## src/rtl/pipe_stage_reg.sv

```systemverilog
// Two-entry skid-buffered pipeline stage register with ready/valid handshakes on both sides.
// Optional downstream-stall counter enabled by defining PIPE_STAGE_PERF_EN.
module pipe_stage_reg #(
  parameter int unsigned DATA_W = 32,
  parameter int unsigned CTRL_W = 8
) (
  input  logic              Clock,
  input  logic              Reset,
  input  logic              Flush,
  input  logic              In_Valid,
  output logic              In_Ready,
  input  logic [CTRL_W-1:0] In_Ctrl,
  input  logic [DATA_W-1:0] In_Data,
  output logic              Out_Valid,
  input  logic              Out_Ready,
  output logic [CTRL_W-1:0] Out_Ctrl,
  output logic [DATA_W-1:0] Out_Data
`ifdef PIPE_STAGE_PERF_EN
  ,
  output logic [31:0]       Stall_Count
`endif
);

  typedef enum logic [1:0] {
    S_EMPTY = 2'd0,
    S_ONE   = 2'd1,
    S_TWO   = 2'd2
  } state_t;

  state_t              r_state;
  state_t              w_next;
  logic [CTRL_W-1:0]   r_main_ctrl;
  logic [DATA_W-1:0]   r_main_data;
  logic [CTRL_W-1:0]   r_skid_ctrl;
  logic [DATA_W-1:0]   r_skid_data;
  logic                w_accept;
  logic                w_release;
  logic                w_load_main_in;
  logic                w_load_main_skid;
  logic                w_load_skid;

  assign w_accept  = In_Valid & In_Ready;
  assign w_release = Out_Valid & Out_Ready;

  always_ff @(posedge Clock) begin
    if (Reset) r_state <= S_EMPTY;
    else       r_state <= w_next;
  end

  always_comb begin
    w_next = r_state;
    if (Flush) begin
      w_next = S_EMPTY;
    end else begin
      case (r_state)
        S_EMPTY: if (w_accept) w_next = S_ONE;
        S_ONE: begin
          if (w_accept && !w_release)      w_next = S_TWO;
          else if (!w_accept && w_release) w_next = S_EMPTY;
        end
        S_TWO:   if (w_release) w_next = S_ONE;
        default: w_next = S_EMPTY;
      endcase
    end
  end

  // Ready is purely a function of registered state, so Out_Ready never reaches In_Ready.
  always_comb begin
    In_Ready  = (r_state != S_TWO);
    Out_Valid = (r_state != S_EMPTY);
    Out_Ctrl  = (r_state != S_EMPTY) ? r_main_ctrl : '0;
    Out_Data  = r_main_data;
  end

  // Flush suppresses every load so held payloads stay untouched, only marked invalid.
  always_comb begin
    w_load_main_in   = 1'b0;
    w_load_main_skid = 1'b0;
    w_load_skid      = 1'b0;
    if (!Flush) begin
      w_load_main_in   = w_accept && ((r_state == S_EMPTY) || ((r_state == S_ONE) && w_release));
      w_load_skid      = w_accept && (r_state == S_ONE) && !w_release;
      w_load_main_skid = (r_state == S_TWO) && w_release;
    end
  end

  always_ff @(posedge Clock) begin
    if (Reset) begin
      r_main_ctrl <= '0;
      r_main_data <= '0;
      r_skid_ctrl <= '0;
      r_skid_data <= '0;
    end else begin
      if (w_load_main_in) begin
        r_main_ctrl <= In_Ctrl;
        r_main_data <= In_Data;
      end else if (w_load_main_skid) begin
        r_main_ctrl <= r_skid_ctrl;
        r_main_data <= r_skid_data;
      end
      if (w_load_skid) begin
        r_skid_ctrl <= In_Ctrl;
        r_skid_data <= In_Data;
      end
    end
  end

`ifdef PIPE_STAGE_PERF_EN
  logic [31:0] r_stall_count;

  always_ff @(posedge Clock) begin
    if (Reset)
      r_stall_count <= '0;
    else if (Out_Valid && !Out_Ready && (r_stall_count != '1))
      r_stall_count <= r_stall_count + 32'd1;
  end

  assign Stall_Count = r_stall_count;
`endif

endmodule

```

## config.mk

```make
export PLATFORM = sky130hd
export DESIGN_NAME = pipe_stage_reg
export DESIGN_NICKNAME = d
export VERILOG_FILES = /design/src/rtl/pipe_stage_reg.sv
export SDC_FILE = /design/constraint.sdc
export NUM_CORES = 1
export LEC_CHECK = 0
export BUFFER_PORTS_ARGS = -buffer_cell sky130_fd_sc_hd__buf_2
export CAP_MARGIN = 20
export CORE_MARGIN = 4
export CORE_UTILIZATION = 42
export CTS_CLUSTER_DIAMETER = 150
export DETAILED_ROUTE_END_ITERATION = 7
export HOLD_SLACK_MARGIN = 0.05
export SETUP_SLACK_MARGIN = 0.02
export SYNTH_ARGS = -nofsm -noshare
export SYNTH_HDL_FRONTEND = slang
export SYNTH_SLANG_ARGS = --single-unit
```

## constraint.sdc

```tcl
create_clock -name Clock -period 2.76 [get_ports Clock]
set_clock_uncertainty 0.05 [all_clocks]
set_input_delay 0.138 -clock Clock [delete_from_list [all_inputs] [get_ports Clock]]
set_output_delay 0.138 -clock Clock [all_outputs]
set_load 0.1 [all_outputs]
```

Yosys cells after proc, flatten, opt, wreduce, memory -nomap -nowiden
Index checks and enable logic that the tools add are counted.
- bits in latches: 0
- output and inout bits: 42
- register bits: 82
- RAM bits: 0
- memory bits (read-only): 0
- memories: 0
- input bits: 45
- shift-type cells: 0
- add/sub/neg operators: 0
- divide/modulo/power cells: 0
- $lt $le $gt $ge: 0
- reduce and logical (&&, ||, !) cells: 15
- $mul: 0
- muxes and demuxes: 13
- bitwise logic cells: 2
- equal/unequal tests: 6
- operators by type and width (cell ; count):
    $mux 32 ; 2
    $mux 8 ; 3
    $mux 2 ; 4
    $logic_and 1x1->1 ; 7
    $ne 2x2->1 const B ; 3
    $pmux 2 s3 ; 1
    $reduce_bool 2->1 ; 2
    $mux 1 ; 3
    $ne 3x3->1 const B ; 1
    $reduce_and 3->1 ; 1
    $and 1x1->1 ; 2
    $eq 2x1->1 const B ; 1
    $eq 2x2->1 const B ; 1
    $logic_not 1->1 ; 2
    $logic_not 2->1 ; 1
    $reduce_or 2->1 ; 1
    $logic_or 1x1->1 ; 1

Depth between registers and ports, before layout
Gate-level depths: netlist of run 1.
- depth after elaboration: 7
- depth in mapped cells: 8

Worst setup path after synthesis of run 1
OpenSTA, ideal clock, no wires.
- path type: flip-flop to flip-flop
- start: reg r_state[0]
- end: reg r_state[1]
- data arrival time: 2217 ps
- setup slack: 415 ps
- data required time: 2632 ps
- library setup time: 78 ps
- stages on the path, launching flop included: 8
- cells stage by stage: dfxtp_1 buf_4 nand2b_1 and2_1 ha_1 nand3b_1 o22a_1 nor3_1
- longest elaborated chain between the ends: 6
- elaborated cells on any way between the ends: 17
- those cells by class: eq/ne (6); mux (2); bitwise (2); reduce/logical (7)
- RTL lines (element ; RTL line ; text):
    from (decl) ; 30 ; state_t r_state;
    from (signal assigned) ; 47 ; else r_state <= w_next;
    $ne 2x2->1 (*) ; 69 ; In_Ready = (r_state != S_TWO);
    net In_Ready ; 11 ; output logic In_Ready,
    $and 1x1->1 (*) ; 42 ; assign w_accept = In_Valid & In_Ready;
    $logic_not 1->1 ; 59 ; else if (!w_accept && w_release) w_next = S_EMPTY;
    $logic_and 1x1->1 ; 59 ;
    $ne 3x3->1 (no line) ; -- ;
    $reduce_and 3->1 (no line) ; -- ;
Mark *: on every way through the listed nets, which the timed path passes. The rest lies on a longest branch.
A chain may end at the register's enable or synchronous reset.

Worst setup path after layout of run 1
- start: reg r_state[1]
- end: reg r_state[1]
- longest elaborated chain between the ends: 6
- elaborated cells on any way between the ends: 17
- those cells by class: eq/ne (6); mux (2); bitwise (2); reduce/logical (7)
- RTL lines (element ; RTL line):
    $ne 2x2->1 / $reduce_bool 2->1 (equally long branches) ; 69, 70
    $and 1x1->1 (on tied branches) ; 42, 43
    $logic_not 1->1 (on tied branches) ; 59, 58
    $logic_and 1x1->1 (on tied branches) ; 59, 58
    $ne 3x3->1 (no line) / $mux 2 (equally long branches) ; --
    $reduce_and 3->1 (no line) / $pmux 2 s3 (equally long branches) ; --
Parallel ways exist; a longest one is shown, timed or not.

==> results.toml, run 1 <==
[setup_path]
crit_slowest_cell = "nor2_1"
crit_cells = 7
arrival_ns = 2.24
required_ns = 2.98
worstPathCellList = "nor2_1 -> inv_1 -> nand2_1 -> ha_1 -> nand3b_1 -> o22a_1 -> nor3_1"
r2r_cells = 7
endpoint = "r_state[1]$_SDFFE_PP0P_"
path_buf_inv = 1
crit_type = "reg -> reg"
critPathLaunch = "r_state[1]$_SDFFE_PP0P_"
cp_slowest_stage_delay_ns = 0.56
ff2ff_setup_slack_ns = 0.73
startpoint_type = "flop"
r2r_start = "r_state[1]$_SDFFE_PP0P_"
critPathCaptureType = "flop"
crit_family = "simple AND/OR/NAND/NOR gates"
crit_fanout = 9
worstReg2RegEnd = "r_state[1]$_SDFFE_PP0P_"

[timing]
holdWs_ns = 0.166
period_share_pct = 73.5
worst_slack_ns = 0.733
setup_tns_ns = 0
final-hold-violation-count = 0
tightestPinTransition_ns = 0.907
slew_headroom_pct = 39.3
fmax_mhz = 493
post-route-min-period_ns = 2.03
rsz0062_at_grt = "no"
slew_violations = 0
setup_viol = 0

[yosys]
netlist_area_um2 = 3820
syn_inst = 439
synthesis.nets = 485
seq_area_frac_synth_pct = 43.0
synth-seq-cells = 82
synth.distinct_cells = 29
yosysWarnings = 0
synth.avg_cell_area_um2 = 8.69

[power]
leakagePower_nw = 1.78
powerDensity_nw_per_um2 = 571
p_total_mw = 2.73
peakVddDrop_mv = 0.311

[layout]
n_fill_cell = 856
postLayoutCellArea_um2 = 4780
layout-drive-gt1-share_pct = 29.3
post-route-util_pct = 54.6
nets = 584
n_antenna_cell = 0
area_growth_pct = 25.4
fin_cells = 648

[cts]
post-cts-setup-buffers = 0
cts_tree = "yes"
htree_num_levels = 3
clkTransAtPathRegs_ns = 0.07
hold_buffers = 41
clock_sinks = 82
cts_resized = 0
clock_latency_ns = 0.35
cts_inserted_buffers = 9
clk_path_buf_depth = 2
root_buffer = "clkbuf_8"

[routing]
drc_errors = 0
num_vias = 3508
drt-pass1-iter-count = 4
wire_per_inst_um = 16.0
drtIter0Drc = 149
avgViaCountPerCell = 5.41
ant_nets = 0
drt_wl_total_mm = 10.4

[global_routing]
grt.overflow.total = 0
antenna_found_initial = 0
grt_pass1_vias = 3404
grt_max_degree = 49
grtUsageTotal_pct = 19.8
grt_pass1_wl_mm = 16.8

[place]
placed_cells = 594
place_area_um2 = 4180
dp_slack_ns = 0.726
place.port_buffers = 86
dp_hpwl_mm = 5.86
place_congestion = 0.727

[run_status]
status = "finished clean"

[floorplanning]
die_x_um = 103
die_h_um = 103
die-area_um2 = 10700
core.rowCount = 34
ios = 87
initial_utilization_pct = 43.5
core_um2 = 8760

[min_path]
hold_path.class = "in -> reg"

[run]
max-cap-violations = 0
layer usage:
metal | vias up | wire length [um] | GRT usage, %
li1 | 1766 | - | -
met1 | 1648 | 4690 | 25.1
met2 | 81 | 5050 | 34.1
met3 | 13 | 482 | 3.96
met4 | 0 | 148 | 5.78
met5 | - | 0 | 0
worst min path at each step:
stage,start,to,cells past startpoint
final,Out_Ready,r_state[1]$_SDFFE_PP0P_,3
after global routing,Out_Ready,r_state[1]$_SDFFE_PP0P_,3
after CTS,Out_Ready,r_state[1]$_SDFFE_PP0P_,3
after detailed placement,In_Ctrl[7],r_skid_ctrl[7]$_SDFFE_PP0P_,3
after global placement,In_Ctrl[5],r_skid_ctrl[5]$_SDFFE_PP0P_,3
after floorplan,Flush,r_state[0]$_SDFFE_PP0P_,1
state kept, by name, indices dropped and copies added, names as in the netlist:
register,count
r_skid_data,32
r_main_ctrl,8
r_skid_ctrl,8
r_state,2
Out_Data,32
final cells by class:
cell class / instances / area [um2] / area share [%]
timing repair buffer: 137 / 928 / 19.4
clock buffer: 9 / 124 / 2.59
clock inverter: 4 / 70.1 / 1.46
sequential: 82 / 1640 / 34.3
tap: 108 / 135 / 2.82
multi-input combinational: 306 / 1880 / 39.3
inverter: 2 / 7.51 / 0.157
placed cells by master, fill, tap and decap left out:
cell type	instances
buf_2	86
dfxtp_1	82
nand2_1	81
dlygate4sd3_1	41
nor3_2	40
a311oi_1	40
nand3_1	40
a21oi_1	40
o21ai_1	38
clkbuf_8	9
buf_4	9
nor2b_1	8
inv_1	2
o21ai_2	2
o22a_1	2
nor3_1	2
bufinv_16	2
clkinv_2	2
nand2b_1	1
and2_1	1
nor2_1	1
nand2b_2	1
nor3b_4	1
nand2_2	1
and4bb_4	1
nand4bb_2	1
nor2b_4	1
or3b_4	1
mux2i_1	1
nand3b_1	1
ha_1	1
buf_12	1
cell families (layout without fill, tap and decap cells):
group                      count (synthesis)  count (layout)  share of synthesized area (%)
AOI/OAI and AO/OA                        122             122                           20.3
adders and majority gates                  1               1                          0.328
buffers and inverters                     51             152                           8.46
DFF                                       82              82                           43.0
muxes                                      1               1                          0.262
and+or+nand+nor                          182             182                           27.6
tightest hold or removal path, delay by kind of cell:
kind                   cells  cell delay, ns
and+or+nand+nor            1            0.04
AOI/OAI and AO/OA          1            0.17
buffers and inverters      1            0.17
cells in the mapped netlist:
library cell / number / area (um2)
dfxtp_1: 82 / 1640
nor2b_1: 9 / 56.3
buf_1: 2 / 7.51
clkbuf_4: 2 / 15.0
nor3b_2: 1 / 12.5
nand4bb_1: 1 / 11.3
nor3_1: 2 / 10.0
o22a_1: 2 / 17.5
buf_4: 7 / 52.6
nand2_1: 82 / 308
and4bb_4: 1 / 16.3
nor3_2: 40 / 400
a21oi_1: 40 / 200
nand3b_1: 1 / 7.51
o21ai_1: 38 / 190
mux2i_1: 1 / 10.0
inv_1: 2 / 7.51
buf_6: 10 / 113
nor2_1: 1 / 3.75
nand2b_1: 2 / 12.5
or3b_1: 1 / 8.76
buf_2: 17 / 85.1
clkbuf_1: 10 / 37.5
nand3_1: 40 / 200
ha_1: 1 / 12.5
a311oi_1: 40 / 350
clkbuf_2: 1 / 5.00
o21ai_2: 2 / 17.5
and2_1: 1 / 6.26
where the power goes:
part / internal [mW] / switching, mW / total, mW
Combinational: 0.147 / 0.428 / 0.575
Clock: 0.492 / 0.414 / 0.906
Sequential: 1.23 / 0.0236 / 1.25
Total: 1.87 / 0.865 / 2.73
(Power assumes the default switching activity.)
==> run 2, diff against run 1 <==
--- a/config.mk
+++ b/config.mk
@@ -12,6 +12,7 @@
 export CTS_CLUSTER_DIAMETER = 150
 export DETAILED_ROUTE_END_ITERATION = 7
 export HOLD_SLACK_MARGIN = 0.05
+export PLACE_DENSITY = 0.67
 export SETUP_SLACK_MARGIN = 0.02
 export SYNTH_ARGS = -nofsm -noshare
 export SYNTH_HDL_FRONTEND = slang
==> constraint.sdc (replaced) <==
create_clock -name Clock -period 1.8 [get_ports Clock]
set_clock_uncertainty 0.05 [all_clocks]
set_input_delay 0.09 -clock Clock [delete_from_list [all_inputs] [get_ports Clock]]
set_output_delay 0.09 -clock Clock [all_outputs]
set_load 0.1 [all_outputs]
==> run 2 against run 1 <==
Sequential share of layout area decreased by 2.0 points; sequential cell count did not move; largest power group unchanged; highest routed layer unchanged; critical path depth down 2; register-to-register slack got worse by 0.58 ns; core utilization rose by 3.4 points; sequential power up 54%; global-route usage is 0.30 points lower.
==> results.toml, run 2 (synthesized netlist as in run 1, its figures left out) <==
[place]
dp_hpwl_mm = 6.62
place_area_um2 = 4470
place.port_buffers = 86
place_congestion = 0.766

[routing]
drc_errors = 0
drtIter0Drc = 153
drt-pass1-iter-count = 6
wire_per_inst_um = 15.5
drt_wl_total_mm = 10.3
num_vias = 3615
avgViaCountPerCell = 5.46
ant_nets = 0

[layout]
multi_input_comb_area_um2 = 1900
regArea_um2 = 1640
postLayoutCellArea_um2 = 5090
area_growth_pct = 33.3
layout_common_cells = "nand2_1 (82), dfxtp_1 (80), buf_2 (78), dlygate4sd3_1 (41)"
n_fill_cell = 773
layout-drive-gt1-share_pct = 32.5
nets = 597
final_common_cell = "nand2_1"
n_antenna_cell = 0

[min_path]
hold_path.class = "in -> reg"

[setup_path]
crit_slowest_cell = "dfxtp_2"
crit_fanout = 8
path_buf_inv = 3
critPathCaptureType = "output pin"
crit_type = "reg -> out"
cp_common_cell = "buf_4"
worstPathCellList = "buf_4 -> nor2_4 -> buf_4 -> nor2b_1 -> buf_12"
startpoint_type = "flop"
cp_slowest_stage_delay_ns = 0.39
required_ns = 1.66
arrival_ns = 1.56
crit_family = "buffers and inverters"

[cts]
clock_sinks = 82
cts_tree = "yes"
clock_latency_ns = 0.33
clk_path_buf_depth = 2
htree_num_levels = 3
cts_inserted_buffers = 9
post-cts-setup-buffers = 0
clkTransAtPathRegs_ns = 0.07
root_buffer = "clkbuf_8"

[floorplanning]
die_x_um = 103
die_h_um = 103
die-area_um2 = 10700
ios = 87
core.rowCount = 34
initial_utilization_pct = 43.5
core_um2 = 8760

[power]
net-switching-power_mw = 1.33
seq_power_share_pct = 46.0
leakagePower_nw = 1.88
powerDensity_nw_per_um2 = 819
clkPwrFrac_pct = 31.8
peakVddDrop_mv = 0.443
p_int_mw = 2.84
combPwrFrac_pct = 22.1
switching_share_pct = 31.8

[run]
max-cap-violations = 0

[timing]
period_share_pct = 94.3
setup_viol = 0
holdWs_ns = 0.122
final-hold-violation-count = 0
post-route-min-period_ns = 1.70
slew_violations = 0
slew_headroom_pct = 66.7
rsz0062_at_grt = "no"
fmax_mhz = 589
tightestPinTransition_ns = 0.503

[global_routing]
grtUsageTotal_pct = 19.5
grt.overflow.total = 0
grt_max_degree = 29
grt_pass1_wl_mm = 16.6
antenna_found_initial = 0
grt_pass1_vias = 3426

[run_status]
status = "finished clean"
-- run 2: what timing repair did --
action                                  4_1_cts  5_1_grt
resized for setup                             6        0
hold endpoints to repair                     42        0
endpoints found under the setup margin        8        0
hold buffers                                 41        0
-- run 2: worst paths after layout --
kind | from | to | slack (ns) | cells after the start
worst max-delay path | r_state[0]$_SDFFE_PP0P_ | Out_Ctrl[4] | 0.10 | 5
worst min-delay path | Out_Ready | r_state[1]$_SDFFE_PP0P_ | 0.12 | 3
worst max register to register | r_state[1]$_SDFFE_PP0P_ | r_state[1]$_SDFFE_PP0P_ | 0.15 | 6
worst min register to register | r_skid_data[20]$_SDFFE_PP0P_ | r_skid_data[20]$_SDFFE_PP0P_ | 0.42 | 2
-- run 2: through the flow --
| stage | setup slack, ns | util, % | std cells | power, mW | setup TNS, ns |
|---|---|---|---|---|---|
| global route | 0.0320 | 58.0 | 662 | 4.33 | 0 |
| floorplan | -0.233 | - | 439 | 2.61 | -1.82 |
| CTS | 0.0916 | 58.0 | 662 | 4.20 | 0 |
| detailed placement | 0.0108 | 51.0 | 607 | 2.81 | 0 |
| finish | 0.102 | 58.0 | 662 | 4.17 | 0 |
| global placement | 0.0983 | 51.0 | 607 | 2.80 | 0 |
-- run 2: worst min-delay path, stage by stage --
cell    delay (ns)
buf_2         0.18
o22a_1        0.16
nor3_1        0.04
-- run 2: power by group through the flow --
stage	clock network [mW]	logic [mW]	registers, mW
after floorplan	0	0.290	2.32
after global placement	0	0.844	1.96
after detailed placement	0	0.852	1.96
after CTS	1.36	0.924	1.92
after global routing	1.43	0.972	1.93
final	1.33	0.922	1.92
-- run 2: cell type report --
| class | count | share of cell area [%] |
|---|---|---|
| clock inverters | 3 | 0.787 |
| inverters | 2 | 0.221 |
| multi-input cells | 306 | 37.3 |
| clock buffers | 11 | 2.98 |
| well taps | 108 | 2.66 |
| repair buffers | 150 | 23.8 |
| flip-flops and latches | 82 | 32.3 |
-- run 2: routing by layer --
layer	share of wire [%]	GRT usage, %	wire (um)
met5	0	0	0
met3	5.5	4.09	560
met2	48	31.8	4890
met1	46	26.3	4740
met4	0.68	5.28	70
==> run 3, diff against run 2 <==
--- a/config.mk
+++ b/config.mk
@@ -7,12 +7,13 @@
 export LEC_CHECK = 0
 export BUFFER_PORTS_ARGS = -buffer_cell sky130_fd_sc_hd__buf_2
 export CAP_MARGIN = 20
+export CORE_ASPECT_RATIO = 0.9
 export CORE_MARGIN = 4
 export CORE_UTILIZATION = 42
 export CTS_CLUSTER_DIAMETER = 150
 export DETAILED_ROUTE_END_ITERATION = 7
+export GPL_ROUTABILITY_DRIVEN = 1
 export HOLD_SLACK_MARGIN = 0.05
-export PLACE_DENSITY = 0.67
 export SETUP_SLACK_MARGIN = 0.02
 export SYNTH_ARGS = -nofsm -noshare
 export SYNTH_HDL_FRONTEND = slang
==> constraint.sdc (replaced) <==
create_clock -name Clock -period 2.07 [get_ports Clock]
set_clock_uncertainty 0.05 [all_clocks]
set_input_delay 0.1035 -clock Clock [delete_from_list [all_inputs] [get_ports Clock]]
set_output_delay 0.1035 -clock Clock [all_outputs]
set_load 0.1 [all_outputs]
==> run 3 against run 2 <==
Clock power decreased by 3%; register-to-register slack gained 0.14 ns; clock-buffer cell count grew 1; global-route usage is 0.30 points higher; non-clock buffer count decreased by 6; largest cell class unchanged.
==> results.toml, run 3 (synthesized netlist as in run 1, its figures left out) <==
[run_status]
status = "finished clean"

[layout]
final_common_cell = "buf_2"
n_antenna_cell = 0
layout-drive-gt1-share_pct = 30.5
area_growth_pct = 29.4
postLayoutCellArea_um2 = 4940
layout_common_cells = "buf_2 (86), dfxtp_1 (82), nand2_1 (82), dlygate4sd3_1 (41)"
nets = 591

[setup_path]
worstPathCellList = "nor2_4 -> nor2b_1 -> buf_2"
crit_type = "reg -> out"
crit_fanout = 9
cp_slowest_stage_delay_ns = 0.58
critPathCaptureType = "output pin"
ff2ff_setup_slack_ns = 0.29
arrival_ns = 1.71
crit_slowest_cell = "dfxtp_1"
required_ns = 1.92
startpoint_type = "flop"

[run]
max-cap-violations = 0

[global_routing]
antenna_found_initial = 0
grt.overflow.total = 0
grtUsageTotal_pct = 19.8
grt_pass1_wl_mm = 17.3
grt_max_degree = 83
grt_pass1_vias = 3611

[routing]
avgViaCountPerCell = 5.38
drt_wl_total_mm = 10.2
top_layer_used = "met4"
dr_wl_met3_um = 626
ant_nets = 0
num_vias = 3596
drc_errors = 0
drt-pass1-iter-count = 4
drtIter0Drc = 145
wl_met1_mm = 4.60
wire_per_inst_um = 15.2
met2_length_mm = 4.88

[floorplanning]
die_x_um = 108
core.rowCount = 32
core_um2 = 8730
die-area_um2 = 10700
ios = 87
initial_utilization_pct = 43.7
die_h_um = 98.4

[power]
leakagePower_nw = 1.82
peakVddDrop_mv = 0.376
powerDensity_nw_per_um2 = 757

[min_path]
hold_path.class = "in -> reg"

[place]
place_area_um2 = 4310
place_congestion = 0.784
dp_hpwl_mm = 6.26
place.port_buffers = 86

[timing]
fmax_mhz = 538
slew_violations = 0
final-hold-violation-count = 0
period_share_pct = 89.9
slew_headroom_pct = 66.2
tightestPinTransition_ns = 0.511
rsz0062_at_grt = "no"
post-route-min-period_ns = 1.86
holdWs_ns = 0.123
setup_tns_ns = 0
setup_viol = 0

[cts]
clkTransAtPathRegs_ns = 0.08
clock_sinks = 82
root_buffer = "clkbuf_8"
cts_tree = "yes"
clk_path_buf_depth = 2
clock_latency_ns = 0.35
htree_num_levels = 3
cts_resized = 0
cts_inserted_buffers = 9
[run 3: path summary, 6_finish.rpt]
| path | startpoint | end | depth (start not counted) |
|---|---|---|---|
| worst min-delay path | Out_Ready | r_state[1]$_SDFFE_PP0P_ | 3 |
| worst max register to register | r_state[1]$_SDFFE_PP0P_ | r_state[1]$_SDFFE_PP0P_ | 6 |
| worst max-delay path | r_state[1]$_SDFFE_PP0P_ | Out_Ctrl[1] | 3 |
| worst min register to register | r_skid_data[20]$_SDFFE_PP0P_ | r_skid_data[20]$_SDFFE_PP0P_ | 2 |
[run 3: timing repair]
action,4_1_cts,5_1_grt
hold buffers,41,0
buffers inserted,0,0
endpoints found under the hold margin,42,0
[run 3: cell type report]
class                      count  area, um2
fill                         835       3790
multi-input combinational    306       1890
sequential                    82       1640
timing repair buffer         144       1030
tap                          119        149
clock buffer                  12        145
clock inverter                 4       75.1
inverter                       2       11.3
[run 3: layer usage]
metal | up-vias | global-route usage, %
met5 | - | 0
met4 | 0 | 4.95
met3 | 6 | 5.70
met2 | 106 | 31.9
met1 | 1700 | 26.2
li1 | 1784 | -
[run 3: power by group]
part           switching, mW  total [mW]  internal [mW]
sequential            0.0319        1.67           1.64
clock                  0.578        1.29          0.714
combinational          0.570       0.779          0.209
total                   1.18        3.74           2.56
[run 3: metrics by stage]
stage	cells	setup slack (ns)	utilization, %	total power [mW]
finish	669	0.210	56.6	3.74
global route	669	0.104	56.6	3.89
CTS	669	0.195	56.6	3.79
detailed placement	612	0.286	49.4	2.43
global placement	612	0.366	49.4	2.42
floorplan	439	0.0367	-	2.27
[run 3: critical path, delay by kind of cell (launching register included)]
family | cells | cell delay [ns]
flip-flops | 1 | 0.58
buffers and inverters | 1 | 0.45
AND/OR/NAND/NOR | 2 | 0.33
